===== config.mk =====
export PLATFORM = sky130hd
export DESIGN_NAME = display_arbiter
export DESIGN_NICKNAME = d
export VERILOG_FILES = /design/src/rtl/display_pkg.sv /design/src/rtl/blink_timer.sv /design/src/rtl/display_arbiter.sv
export SDC_FILE = /design/constraint.sdc
export NUM_CORES = 1
export LEC_CHECK = 0
export CAP_MARGIN = 5
export CORE_MARGIN = 4
export CORE_UTILIZATION = 52
export CTS_BUF_LIST = sky130_fd_sc_hd__clkbuf_16
export DETAILED_ROUTE_END_ITERATION = 8
export MAX_ROUTING_LAYER = met4
export PLACE_DENSITY = 0.89
export SLEW_MARGIN = 10
export SYNTH_ARGS = -nofsm -noshare
export SYNTH_HDL_FRONTEND = slang
export SYNTH_HIERARCHICAL = 1
export SYNTH_SLANG_ARGS = --single-unit

===== constraint.sdc =====
create_clock -name clock -period 2.6 [get_ports clock]
set_input_delay 0.26 -clock clock [delete_from_list [all_inputs] [get_ports clock]]
set_output_delay 0.26 -clock clock [all_outputs]
set_load 0.01 [all_outputs]

===== src/rtl/display_pkg.sv =====
// display_pkg: shared constants and types for the display arbiter slice.
//   - Register address map for the owner write port.
//   - Arbiter FSM state encoding.
//   - Reset value of the digit enable register.
package display_pkg;

  localparam logic [1:0] ADDR_VALUE  = 2'd0;
  localparam logic [1:0] ADDR_POINT  = 2'd1;
  localparam logic [1:0] ADDR_ENABLE = 2'd2;
  localparam logic [1:0] ADDR_BLINK  = 2'd3;

  localparam logic [7:0] ENABLE_RST = 8'hFF;

  typedef enum logic [1:0] {
    IDLE = 2'd0,
    OWN0 = 2'd1,
    OWN1 = 2'd2
  } state_e;

endpackage


===== src/rtl/blink_timer.sv =====
// blink_timer: free-running blink phase generator.
//   Counts 0..BLINK_DIV-1, wraps to 0 and toggles the phase on the wrap.
// Ports:
//   clock  in   system clock, rising edge
//   reset  in   asynchronous active-high reset (counter=0, phase=0)
//   phase  out  current blink phase, 1 = masked digits blanked
module blink_timer #(
  parameter int unsigned BLINK_DIV = 25000000
) (
  input  logic clock,
  input  logic reset,
  output logic phase
);

  localparam int unsigned CntW = (BLINK_DIV > 2) ? $clog2(BLINK_DIV) : 1;

  logic [CntW-1:0] r_cnt;
  logic            r_phase;

  always_ff @(posedge clock or posedge reset) begin
    if (reset) begin
      r_cnt   <= '0;
      r_phase <= 1'b0;
    end else if (r_cnt == CntW'(BLINK_DIV - 1)) begin
      r_cnt   <= '0;
      r_phase <= ~r_phase;
    end else begin
      r_cnt <= r_cnt + CntW'(1);
    end
  end

  assign phase = r_phase;

endmodule


===== src/rtl/display_arbiter.sv =====
// display_arbiter: two-requester round-robin owner of the 8-digit display.
//   Requester 0 is the CPU bus bridge, requester 1 the accelerator status path.
//   The current owner writes value/point/enable/blink-mask registers; enable is
//   masked by the hardware blink phase before it leaves the block.
// Optional feature (macro DISPLAY_TIMEOUT_EN): an owner holding the grant for
//   HOLD_MAX cycles while the other requester waits is forced back to IDLE.
// Ports:
//   clock, reset          system clock / asynchronous active-high reset
//   reqN, wrN             requester N request and write strobe
//   addrN, wdataN         requester N register address and write data
//   gntN                  requester N owns the display (registered)
//   value, point, enable  to DisplayInterface (enable after blink masking)
//   blink_phase           current blink phase, 1 = masked digits blanked
module display_arbiter
  import display_pkg::*;
#(
  parameter int unsigned BLINK_DIV = 25000000,
  parameter int unsigned HOLD_MAX  = 1024
) (
  input  logic        clock,
  input  logic        reset,
  input  logic        req0,
  input  logic        wr0,
  input  logic [1:0]  addr0,
  input  logic [31:0] wdata0,
  output logic        gnt0,
  input  logic        req1,
  input  logic        wr1,
  input  logic [1:0]  addr1,
  input  logic [31:0] wdata1,
  output logic        gnt1,
  output logic [31:0] value,
  output logic [7:0]  point,
  output logic [7:0]  enable,
  output logic        blink_phase
);

  if (BLINK_DIV < 2 || HOLD_MAX < 2) begin : g_bad_param
    $error("display_arbiter: BLINK_DIV and HOLD_MAX must be at least 2");
  end

  state_e      r_state;
  logic        r_gnt0;
  logic        r_gnt1;
  logic        r_last_owner;
  logic [31:0] r_value;
  logic [7:0]  r_point;
  logic [7:0]  r_enable;
  logic [7:0]  r_blink_mask;

  logic        w_phase;
  logic        w_wr_en;
  logic [1:0]  w_addr;
  logic [31:0] w_wdata;
  logic        w_rel0;
  logic        w_rel1;

  // Owner release conditions: request dropped, or (optionally) hold timeout.
`ifdef DISPLAY_TIMEOUT_EN
  localparam int unsigned HoldW = (HOLD_MAX > 2) ? $clog2(HOLD_MAX) : 1;

  logic [HoldW-1:0] r_hold;
  logic             w_hold_max;

  assign w_hold_max = (r_hold == HoldW'(HOLD_MAX - 1));

  // Cleared in IDLE, which always precedes entry to an OWN state; saturates so
  // a preemption fires as soon as the other side starts requesting.
  always_ff @(posedge clock or posedge reset) begin
    if (reset) begin
      r_hold <= '0;
    end else if (r_state == IDLE) begin
      r_hold <= '0;
    end else if (!w_hold_max) begin
      r_hold <= r_hold + HoldW'(1);
    end
  end

  assign w_rel0 = !req0 || (w_hold_max && req1);
  assign w_rel1 = !req1 || (w_hold_max && req0);
`else
  assign w_rel0 = !req0;
  assign w_rel1 = !req1;
`endif

  // Arbiter FSM with registered grants; always one IDLE cycle between owners.
  always_ff @(posedge clock or posedge reset) begin
    if (reset) begin
      r_state      <= IDLE;
      r_gnt0       <= 1'b0;
      r_gnt1       <= 1'b0;
      r_last_owner <= 1'b1;
    end else begin
      case (r_state)
        IDLE: begin
          if (req0 && (!req1 || r_last_owner)) begin
            r_state <= OWN0;
            r_gnt0  <= 1'b1;
          end else if (req1) begin
            r_state <= OWN1;
            r_gnt1  <= 1'b1;
          end
        end
        OWN0: begin
          if (w_rel0) begin
            r_state      <= IDLE;
            r_gnt0       <= 1'b0;
            r_last_owner <= 1'b0;
          end
        end
        OWN1: begin
          if (w_rel1) begin
            r_state      <= IDLE;
            r_gnt1       <= 1'b0;
            r_last_owner <= 1'b1;
          end
        end
        default: begin
          r_state <= IDLE;
          r_gnt0  <= 1'b0;
          r_gnt1  <= 1'b0;
        end
      endcase
    end
  end

  // Only the current owner's write port reaches the register file.
  always_comb begin
    w_wr_en = 1'b0;
    w_addr  = addr0;
    w_wdata = wdata0;
    if (r_gnt0 && wr0) begin
      w_wr_en = 1'b1;
    end else if (r_gnt1 && wr1) begin
      w_wr_en = 1'b1;
      w_addr  = addr1;
      w_wdata = wdata1;
    end
  end

  always_ff @(posedge clock or posedge reset) begin
    if (reset) begin
      r_value      <= '0;
      r_point      <= '0;
      r_enable     <= ENABLE_RST;
      r_blink_mask <= '0;
    end else if (w_wr_en) begin
      case (w_addr)
        ADDR_VALUE:  r_value      <= w_wdata;
        ADDR_POINT:  r_point      <= w_wdata[7:0];
        ADDR_ENABLE: r_enable     <= w_wdata[7:0];
        ADDR_BLINK:  r_blink_mask <= w_wdata[7:0];
        default:     r_value      <= r_value;
      endcase
    end
  end

  blink_timer #(
    .BLINK_DIV(BLINK_DIV)
  ) u_blink_timer (
    .clock(clock),
    .reset(reset),
    .phase(w_phase)
  );

  assign gnt0        = r_gnt0;
  assign gnt1        = r_gnt1;
  assign value       = r_value;
  assign point       = r_point;
  assign enable      = r_enable & ~(r_blink_mask & {8{w_phase}});
  assign blink_phase = w_phase;

endmodule


# Yosys cells after proc, flatten, opt, wreduce, memory -nomap -nowiden
# Cells that the tools add are included.
[op_classes] addsub=1 eq_ne=12 muxes=21 n_bitwise=6 reduce_logical=16
[op_table] op="$mux W32" count=2
[op_table] op="$add A25 B1 Y25 const B" count=1
[op_table] op="$eq A25 B25 Y1 const B" count=1
[op_table] op="$mux W25" count=1
[op_table] op="$and A8 B8 Y8" count=2
[op_table] op="$mux W2" count=6
[op_table] op="$ne A2 B2 Y1 const B" count=5
[op_table] op="$reduce_and A3 Y1" count=3
[op_table] op="$mux W1" count=8
[op_table] op="$not A8 Y8" count=1
[op_table] op="$reduce_and A2 Y1" count=4
[op_table] op="$eq A2 B2 Y1 const B" count=3
[op_table] op="$pmux W1 S3" count=2
[op_table] op="$pmux W2 S3" count=1
[op_table] op="$eq A2 B1 Y1 const B" count=2
[op_table] op="$logic_not A2 Y1" count=2
[op_table] op="$reduce_and A4 Y1" count=1
[op_table] op="$logic_and A1 B1 Y1" count=3
[op_table] op="$ne A3 B3 Y1 const B" count=1
[op_table] op="$not A1 Y1" count=3
[op_table] op="$pmux W1 S2" count=1
[op_table] op="$reduce_bool A2 Y1" count=1
[op_table] op="$logic_not A1 Y1" count=1
[op_table] op="$logic_or A1 B1 Y1" count=1
[totals] register_bits=87 input_bits=74 output_inout_bits=51 word_cells=66

# Depth between registers and ports, before layout
# Gate-level depths: netlist (run 1).
[depth] word_depth=5 ltp_mapped=7 ltp_nobuf=5

# Cells and area by module
# The synthesis (run 1) kept the hierarchy.
[modules_own_cells] module="display_arbiter" instances=1 cells_each=316 area_per_inst_um2=3216.8 seq_area_each_um2=1537.7
[modules_own_cells] module="blink_timer" instances=1 cells_each=128 area_per_inst_um2=1313.8 seq_area_each_um2=650.6

# Worst setup path after synthesis (run 1)
# No wires, ideal clock.
[synth_timing] kind="reg2reg" start="register u_blink_timer.r_cnt[0]" end="register u_blink_timer.r_cnt[11]" setup_time_ns=0.122 t_arrival_ns=1.593 required_time_ns=2.478 setup_slack_ns=0.885 stages_incl_launch_ff=8 n_path_buf=2 synth_period_minus_slack_ns=1.715 path_cell_list="dfrtp_1 -> ha_1 -> and3_1 -> buf_2 -> nand2_1 -> nor4_4 -> buf_2 -> nor2_1"
[synth_via] elab_chain_len=2 word_cells_on_any_way=3 classes_between="add/sub (1); eq/ne (1); mux (1)"
[synth_lines] element="start: declaration" line_no="blink_timer.sv:17" rtl="logic [CntW-1:0] r_cnt;"
[synth_lines] element="start signal: assignment" line_no="blink_timer.sv:28" rtl="r_cnt <= r_cnt + CntW'(1);"
[synth_lines] element="$add A25 B1 Y25 or $eq A25 B25 Y1 (tied branches)" line_no="blink_timer.sv:28, blink_timer.sv:24"
[synth_lines] element="$mux W25 *" line_no="blink_timer.sv:24" rtl="end else if (r_cnt == CntW'(BLINK_DIV - 1)) begin"
# Mark *: on every way between the ends. The rest lies on a longest branch, timed or not.
# A chain may end at the register's enable or synchronous reset.

# Final worst setup path (run 1)
[layout_timing] start="register u_blink_timer.r_cnt[0]" end="register u_blink_timer.r_cnt[16]"
# Same word-level chain as after synthesis.

==> results of run 1 <==
-- path summary, 6_finish.rpt --
check                                            start                       to  slack (ns)  cells past startpoint
worst max-delay path            u_blink_timer/r_cnt[0]  u_blink_timer/r_cnt[16]        0.49                      6
worst min register to register  u_blink_timer/r_cnt[0]   u_blink_timer/r_cnt[0]        0.51                      1
worst max register to register  u_blink_timer/r_cnt[0]  u_blink_timer/r_cnt[16]        0.49                      6
max in group asynchronous                        reset              r_enable[3]        1.69                      3
min in group clock                          wdata1[20]                value[20]        0.50                      3
worst min-delay path                             reset   u_blink_timer/r_cnt[0]        0.22                      2
-- flip-flops by register name (all words and copies together), names as in the netlist, 2 cells and up --
signal and flops:
value 32, u_blink_timer/r_cnt 25, point 8, r_blink_mask 8, r_enable 8, r_state 2
-- synth_stat cells (4+ instances only) --
library cell	n	share of area
nor3_1	4	0.0044
clkbuf_1	7	0.0058
nand3_1	42	0.046
and4_1	4	0.0077
inv_1	9	0.0075
xor2_1	8	0.015
dfrtp_1	78	0.43
a21boi_0	8	0.013
o21ai_0	37	0.041
xnor2_1	4	0.0077
dfstp_2	9	0.052
buf_2	26	0.029
a31oi_2	10	0.028
a211oi_1	56	0.093
buf_6	6	0.015
a21oi_1	11	0.012
a31oi_1	46	0.064
o21ai_2	6	0.012
o31ai_1	6	0.0099
or3_1	5	0.0069
nand4_1	4	0.0055
nor2_1	6	0.0050
nand2_1	13	0.011
-- final cells by class --
type,instances,area [µm²]
fillers,545,2230
flip-flops and latches,87,2190
multi-input cells,307,2080
repair buffers,138,1360
clock buffers,9,225
well taps,105,131
clock inverters,7,88.8
inverters,9,33.8
-- report_power, final --
| part | switching, µW | internal [µW] | leakage [µW] |
|---|---|---|---|
| Clock | 520 | 834 | 0.000153 |
| Sequential | 333 | 1860 | 0.00102 |
| Combinational | 1010 | 1170 | 0.00114 |
| Total | 1860 | 3860 | 0.00232 |
-- stage by stage --
| step | hold slack [ns] | util | total power [µW] | setup WS [ns] |
|---|---|---|---|---|
| 2_1_floorplan | 0.300 | - | 3180 | 0.842 |
| 3_3_place_gp | 0.465 | 0.694 | 4280 | 0.641 |
| 3_5_place_dp | 0.487 | 0.694 | 4340 | 0.552 |
| 4_1_cts | 0.226 | 0.732 | 5720 | 0.528 |
| 5_1_grt | 0.257 | 0.732 | 6000 | 0.418 |
| 6_report | 0.220 | 0.732 | 5730 | 0.491 |
-- logic make-up (layout without fill, tap and decap cells) --
| family | count (synthesis) | in the layout |
|---|---|---|
| adder cells (fa/ha/maj) | 1 | 1 |
| buffers and inverters | 50 | 163 |
| flip-flops | 87 | 87 |
| XOR/XNOR | 12 | 12 |
| AO/OA/AOI/OAI | 190 | 190 |
| AND/OR/NAND/NOR | 103 | 103 |
| multiplexers | 1 | 1 |
-- routing by layer --
metal	vias to the layer above	GRT usage	wire length [µm]
met1	2086	0.351	5480
met4	0	0.0961	336
met2	225	0.417	6260
met5	-	-	0
li1	1927	-	-
met3	33	0.0627	1100
==> metrics, run 1 <==
port bufs=124; Max Slew Vio Count=0; Vias=4,271; RSZ-0062 raised after global routing=no; GRT Util Overall=0.270; Die ar.=10,300 µm²; Post-Synth Adder-Cell Area=0.00276; Post-Layout Cell Count=662; CTS tree=built; final setup violation count=0; root buffer cell=clkbuf_16; CP bufs+invs=1; initial antenna violation count=0; Post-Layout Inst Area=6110 µm²; Setup TNS Final=0 ns; main combinational cell family by area after synthesis=compound AO/OA/AOI/OAI gates; share of layout cells above drive strength 1=0.120; Primary FF master, synth=dfrtp_1; worst path arrival time=2.32 ns; slew at the pin closest to its max-slew limit=0.570 ns; syn avg cell area=10.2 µm²; Distinct cells, synth=50; GRT Residual Overflow=0; Inserted Clock Buffers=9; Cells after DPL=646; required time worst endpoint=2.81 ns; Layout Skew=0.00690 ns; dpl cell area=5790 µm²; routability cong.=0.888; complex-gate fraction of the synthesized area=0.292; syn nets=519; CTS H-Tree Depth=3; EDFF count, synth=0; wire per inst=19.9 µm; area grow syn2layout=34.8%; mux cell area share after synthesis=0.00221; CP max stage delay=0.50 ns; Hold/Removal Path Class=primary input to async pin; pin count of the biggest net entering global routing=44; Cells after Synth=444; crit-path max FO=9; DRT iter0 DRCs=277; Die X=101 µm; drt total wl=13.2 mm; Final HPWL DP=9.17 mm; fin crit period=2.11 ns; relative slew slack=0.616; initial core utilization=0.543; vias in the first global route=4,149; commonest non-fill, non-tap cell in the layout=clkdlybuf4s50_1; XOR/XNOR share of the synthesized area=0.0232; Sink Count=87; core area=8340 µm²; # diodes=0; hold violation count in the final report=0; Post-CTS Setup Bufs=0; Critical Path End Type=register; I/O pin cnt=125; Yosys reg bits=87; nets=627; Synth Area in Simple Gates=0.138; clock-pin slew on the worst setup and hold paths=0.06 ns; CTS Hold Bufs=0; placement row count=33; MaxCap Viol Count=0; CTS resizes=0; synth warn=6; cells along the critical path=ha_1 -> and3_1 -> nand2_1 -> nor4_4 -> buf_4 -> a21oi_1; Max Freq=474 MHz; CP Class=register to register; LEAKAGE=0.00232 µW; Residual DRC=0; Worst VDD drop=0.000543 V; fraction of registers with async set/reset=1.00; sequential share of the synthesized area=0.483; Antenna Violating Nets Remaining=0; Clock Latency Late Sink=0.34 ns; CP max stage cell=nor4_4; Die Span Y=101 µm; CP top delay family=simple AND/OR/NAND/NOR gates; PD cells=938 nW/µm²; mapped cell area=4530 µm²; drt first pass iters=5; commonest cells after routing, fill and taps aside=124 x clkdlybuf4s50_1, 78 x dfrtp_1, 56 x a211oi_1; global-route wire length before repair=21.2 mm; crit path launch type=register; final period utilization=0.811; status=finished, final reports clean; vias per cell=6.45; CTS max path bufs=2
No activity file was read; power rests on OpenSTA's default activity.
==> inputs of run 2 (changes only) <==
CORE_UTILIZATION = 49   (was 52)
PLACE_DENSITY = 0.84   (was 0.89)
clock period = 2 ns   (was 2.6 ns; I/O delays follow)
==> metrics, run 2 (same netlist as run 1, synthesis figures left out) <==
Vias=4,347 (+1.8%); met2 wire length=6.47 mm (+3.4%); Final HPWL DP=9.78 mm (+6.7%); Die ar.=10,800 µm² (+5.6%); Sink Count=87 (unchanged); area grow syn2layout=37.0%; initial core utilization=0.512 (-0.0312); worst path arrival time=1.78 ns (-0.54 ns); register-to-register setup slack=0.13 ns (-0.36 ns); port bufs=124 (unchanged); Final Total Pwr=7650 µW (+34%); Max Slew Vio Count=0 (unchanged); CTS max path bufs=2 (unchanged); crit path launch type=register; Inserted Clock Buffers=9 (unchanged); met1 WL=5.67 mm (+3.5%); vias in the first global route=4,379 (+5.5%); Die Span Y=104 µm (+2.8%); WHS=0.269 ns (+0.0496 ns); GRT Residual Overflow=0 (unchanged); PnR worst setup slack=0.0170 ns (-0.474 ns); drt total wl=13.6 mm (+3.6%); pin count of the biggest net entering global routing=62 (+41%); Hold/Removal Path Class=primary input to async pin; commonest cells after routing, fill and taps aside=124 x clkdlybuf4s50_1, 78 x dfrtp_1, 56 x a211oi_1; PD cells=1230 nW/µm² (+31%); top routing layer used=met4; core area=8850 µm² (+6.1%); final setup violation count=0 (unchanged); pre-CTS WS=0.0994 ns (-0.452 ns); placement row count=34 (+3.0%); Worst R2R End=u_blink_timer/r_cnt[22]; RSZ-0062 raised after global routing=no; relative slew slack=0.718 (+0.102); Clock Latency Late Sink=0.33 ns (about the same); crit-path max FO=10 (+1); WL met3=1.17 mm (+6.3%); required time worst endpoint=1.80 ns (-1.01 ns); Max Freq=504 MHz; LEAKAGE=0.00238 µW (+2.7%); nets=635 (+1.3%); CTS tree=built; drt first pass iters=5 (unchanged); global-route wire length before repair=22.0 mm (+3.7%); routability cong.=0.882 (-0.68%); R2R depth=5 (-1); Antenna Violating Nets Remaining=0 (unchanged); commonest non-fill, non-tap cell in the layout=clkdlybuf4s50_1; I/O pin cnt=125 (unchanged); CP Class=register to output port; Crit. Startpoint=u_blink_timer/phase; Setup TNS Final=0 ns (unchanged); final period utilization=0.991; Post-Layout Inst Area=6210 µm² (+1.7%); Residual DRC=0 (unchanged); status=finished, final reports clean; crit path to=enable[6]; Worst VDD drop=0.000692 V (+27%); vias per cell=6.46 (+0.12%); Largest register FFs=32 (unchanged); hold violation count in the final report=0 (unchanged); Post-CTS Setup Bufs=0 (unchanged); Layout Skew=0.00628 ns (-0.000623 ns); initial antenna violation count=0 (unchanged); Critical Path End Type=output port; GRT Util Overall=0.256 (-0.0140); dpl cell area=5870 µm² (+1.3%); share of layout cells above drive strength 1=0.135 (+0.0142); worst r2r src=u_blink_timer/r_cnt[0]; DRT iter0 DRCs=253 (-8.7%); # diodes=0 (unchanged); slew at the pin closest to its max-slew limit=0.423 ns (-0.147 ns); clock-pin slew on the worst setup and hold paths=0.06 ns (about the same); wire per inst=20.3 µm (+1.9%); Die X=104 µm (+2.8%); CTS H-Tree Depth=3 (unchanged); fin crit period=1.98 ns; CTS Hold Bufs=0 (unchanged); root buffer cell=clkbuf_16; MaxCap Viol Count=0 (unchanged); CTS resizes=0 (unchanged)
==> run 2: cell types whose count changed in the layout (fill, tap and decap cells not counted), sizes merged <==
cell,before,now
buf,14,22
bufinv,2,3
clkinv,2,3
clkinvlp,2,0
==> run 2: layout make-up <==
class / instances / area [µm²]
fill: 667 / 2640
clock inverter: 7 / 113
multi-input combinational: 307 / 2080
inverter: 9 / 33.8
clock buffer: 9 / 225
sequential: 87 / 2190
tap: 108 / 135
timing repair buffer: 146 / 1430
==> run 2: stage by stage <==
stage	cells	util
6_report	673	0.702
5_1_grt	673	0.702
4_1_cts	673	0.701
3_5_place_dp	657	0.663
3_3_place_gp	657	0.663
2_1_floorplan	444	-
==> run 2: critical path, cell delays in order, from the launching register on <==
cell and delay, ns:
dfrtp_1 0.50, a21boi_0 0.34, clkdlybuf4s50_1 0.61
==> run 2: worst min-delay path by stage <==
stage | end | slack [ns] | depth (start not counted)
floorplan | u_blink_timer/phase | 0.24 | 1
global placement | u_blink_timer/r_cnt[0] | 0.46 | 1
detailed placement | r_last_owner | 0.48 | 1
CTS | u_blink_timer/r_cnt[14] | 0.28 | 3
global route | u_blink_timer/r_cnt[9] | 0.29 | 3
finish | value[18] | 0.27 | 3
==> run 2: per-layer routing <==
metal  global-route usage  up-vias
met5                    -        -
met4               0.0855        0
met3               0.0596       29
met2                0.393      229
met1                0.338     2144
li1                     -     1945
==> run 2: where the power goes <==
part | switching (µW) | internal, µW | total [µW]
Clock | 680 | 1210 | 1890
Sequential | 434 | 2410 | 2850
Combinational | 1350 | 1550 | 2900
==> inputs of run 3 (changes only) <==
==> constraint.sdc (replaced) <==
create_clock -name clock -period 2 [get_ports clock]
set_input_delay 0.5 -clock clock [delete_from_list [all_inputs] [get_ports clock]]
set_output_delay 0.5 -clock clock [all_outputs]
set_load 0.01 [all_outputs]
==> metrics, run 3 (same netlist as run 1, synthesis figures left out) <==
status=finished, final reports clean; Die Span Y=104 µm (unchanged); final period utilization=0.948 (-0.0436); required time worst endpoint=1.50 ns (-0.30 ns); LEAKAGE=0.00244 µW (+2.7%); vias in the first global route=4,463 (+1.9%); CP bufs+invs=1 (unchanged); Final Total Pwr=7530 µW (-1.5%); hold violation count in the final report=0 (unchanged); cells along the critical path=clkdlybuf4s50_1; Vias=4,374 (+0.62%); clock-pin slew on the worst setup and hold paths=0.06 ns (about the same); drt first pass iters=7 (+2); relative slew slack=0.720 (+0.00152); CP max stage cell=clkdlybuf4s50_1; wire per inst=20.3 µm (+0.18%); CTS H-Tree Depth=3 (unchanged); CTS max path bufs=2 (unchanged); Hold/Removal Path Class=register to register; Largest register FFs=32 (unchanged); commonest non-fill, non-tap cell in the layout=clkdlybuf4s50_1; final setup violation count=0 (unchanged); Die ar.=10,800 µm² (unchanged); area of the multi-input gates=2080 µm² (-0.12%); nets=648 (+2.0%); Post-CTS Setup Bufs=0 (unchanged); crit-path max FO=7 (-3); CP top delay family=buffers and inverters; core area=8850 µm² (unchanged); GRT Util Overall=0.262 (+0.00576); worst path arrival time=1.40 ns (-0.38 ns); Worst VDD drop=0.000644 V (-7.0%); RSZ-0062 raised after global routing=no; PD cells=1190 nW/µm² (-3.1%); Setup TNS Final=0 ns (unchanged); vias per cell=6.38 (-1.3%); slew at the pin closest to its max-slew limit=0.416 ns (-0.00613 ns); commonest cells after routing, fill and taps aside=116 x clkdlybuf4s50_1, 77 x dfrtp_1, 56 x a211oi_1; DRT iter0 DRCs=313 (+24%); pre-CTS WS=-0.0702 ns (-0.170 ns); root buffer cell=clkbuf_16; Die X=104 µm (unchanged); Residual DRC=0 (unchanged); # diodes=0 (unchanged); MaxCap Viol Count=0 (unchanged); I/O pin cnt=125 (unchanged); Critical Path End Type=output port; PnR worst setup slack=0.104 ns (+0.0873 ns); initial antenna violation count=0 (unchanged); GRT Residual Overflow=0 (unchanged); Final HPWL DP=9.92 mm (+1.5%); Sink Count=87 (unchanged); Max Freq=528 MHz (+4.6%); pin count of the biggest net entering global routing=62 (unchanged); Seq. cell area=2190 µm² (about the same); Fill cells=623 (-6.6%); Antenna Violating Nets Remaining=0 (unchanged); drt total wl=13.9 mm (+2.1%); share of layout cells above drive strength 1=0.152 (+0.0177); initial core utilization=0.512 (unchanged); placement row count=34 (unchanged); crit path launch type=register; routability cong.=0.937 (+6.2%); CP Class=register to output port; global-route wire length before repair=22.5 mm (+2.1%); Max Slew Vio Count=0 (unchanged); Layout Skew=0.00638 ns (+0.000100 ns); CP max stage delay=0.59 ns (-0.02 ns); CTS tree=built; port bufs=124 (unchanged); Clock Latency Late Sink=0.33 ns (about the same); fin crit period=1.90 ns (-0.0873 ns); Inserted Clock Buffers=9 (unchanged); area grow syn2layout=39.2%
-- run 3: changes by cell type in the layout (fill, tap and decap cells not counted), moves of 3 or more --
cell             previous run  this run
buf_12                      2         5
buf_4                      20        30
clkdlybuf4s50_1           124       116
dlygate4sd2_1               0         8
-- run 3: layout make-up --
cell class                 instances  area share
clock buffer                       9      0.0357
inverter                           9     0.00536
sequential                        87       0.347
multi-input combinational        307       0.330
timing repair buffer             159       0.247
clock inverter                     7      0.0141
tap                              108      0.0214
-- run 3: final timing paths --
check / from / to / slack, ns / cells past startpoint
max in group asynchronous: reset / r_enable[4] / 1.08 / 3
min reg2reg: r_state[0] / r_last_owner / 0.50 / 1
min in group asynchronous: reset / r_blink_mask[0] / 0.59 / 3
min: r_state[0] / r_last_owner / 0.50 / 1
max reg2reg: u_blink_timer/r_cnt[0] / u_blink_timer/r_cnt[22] / 0.17 / 5
max: gnt1 / gnt1 / 0.10 / 1
-- run 3: timing repair --
| item | 4_1_cts | 5_1_grt |
|---|---|---|
| setup endpoints to repair | 9 | 0 |
| hold buffers | 0 | 0 |
| resized for setup | 9 | 0 |
| hold endpoints to repair | 0 | 0 |
-- run 3: power by group --
part | internal (µW) | leakage, µW | switching (µW)
clock network | 1090 | 0.000154 | 683
logic | 1560 | 0.00127 | 1360
registers | 2410 | 0.00102 | 426
total | 5060 | 0.00244 | 2470
-- run 3: routing by layer --
layer  vias to the layer above  global-route usage  share of wire
met1                      2120               0.323           0.39
met5                         -                   -              0
met4                         0               0.104          0.030
met3                        41              0.0670          0.093
li1                       1970                   -              -
met2                       243               0.416           0.48
-- run 3: through the flow --
step / utilization / area (µm²) / hold WS [ns] / instances
final: 0.713 / 6310 / 0.499 / 686
after CTS: 0.713 / 6310 / 0.503 / 686
after detailed placement: 0.678 / 6000 / 0.495 / 670
after global placement: 0.678 / 6000 / 0.459 / 670
after global routing: 0.713 / 6310 / 0.529 / 686
after floorplan: - / 4530 / 0.443 / 444
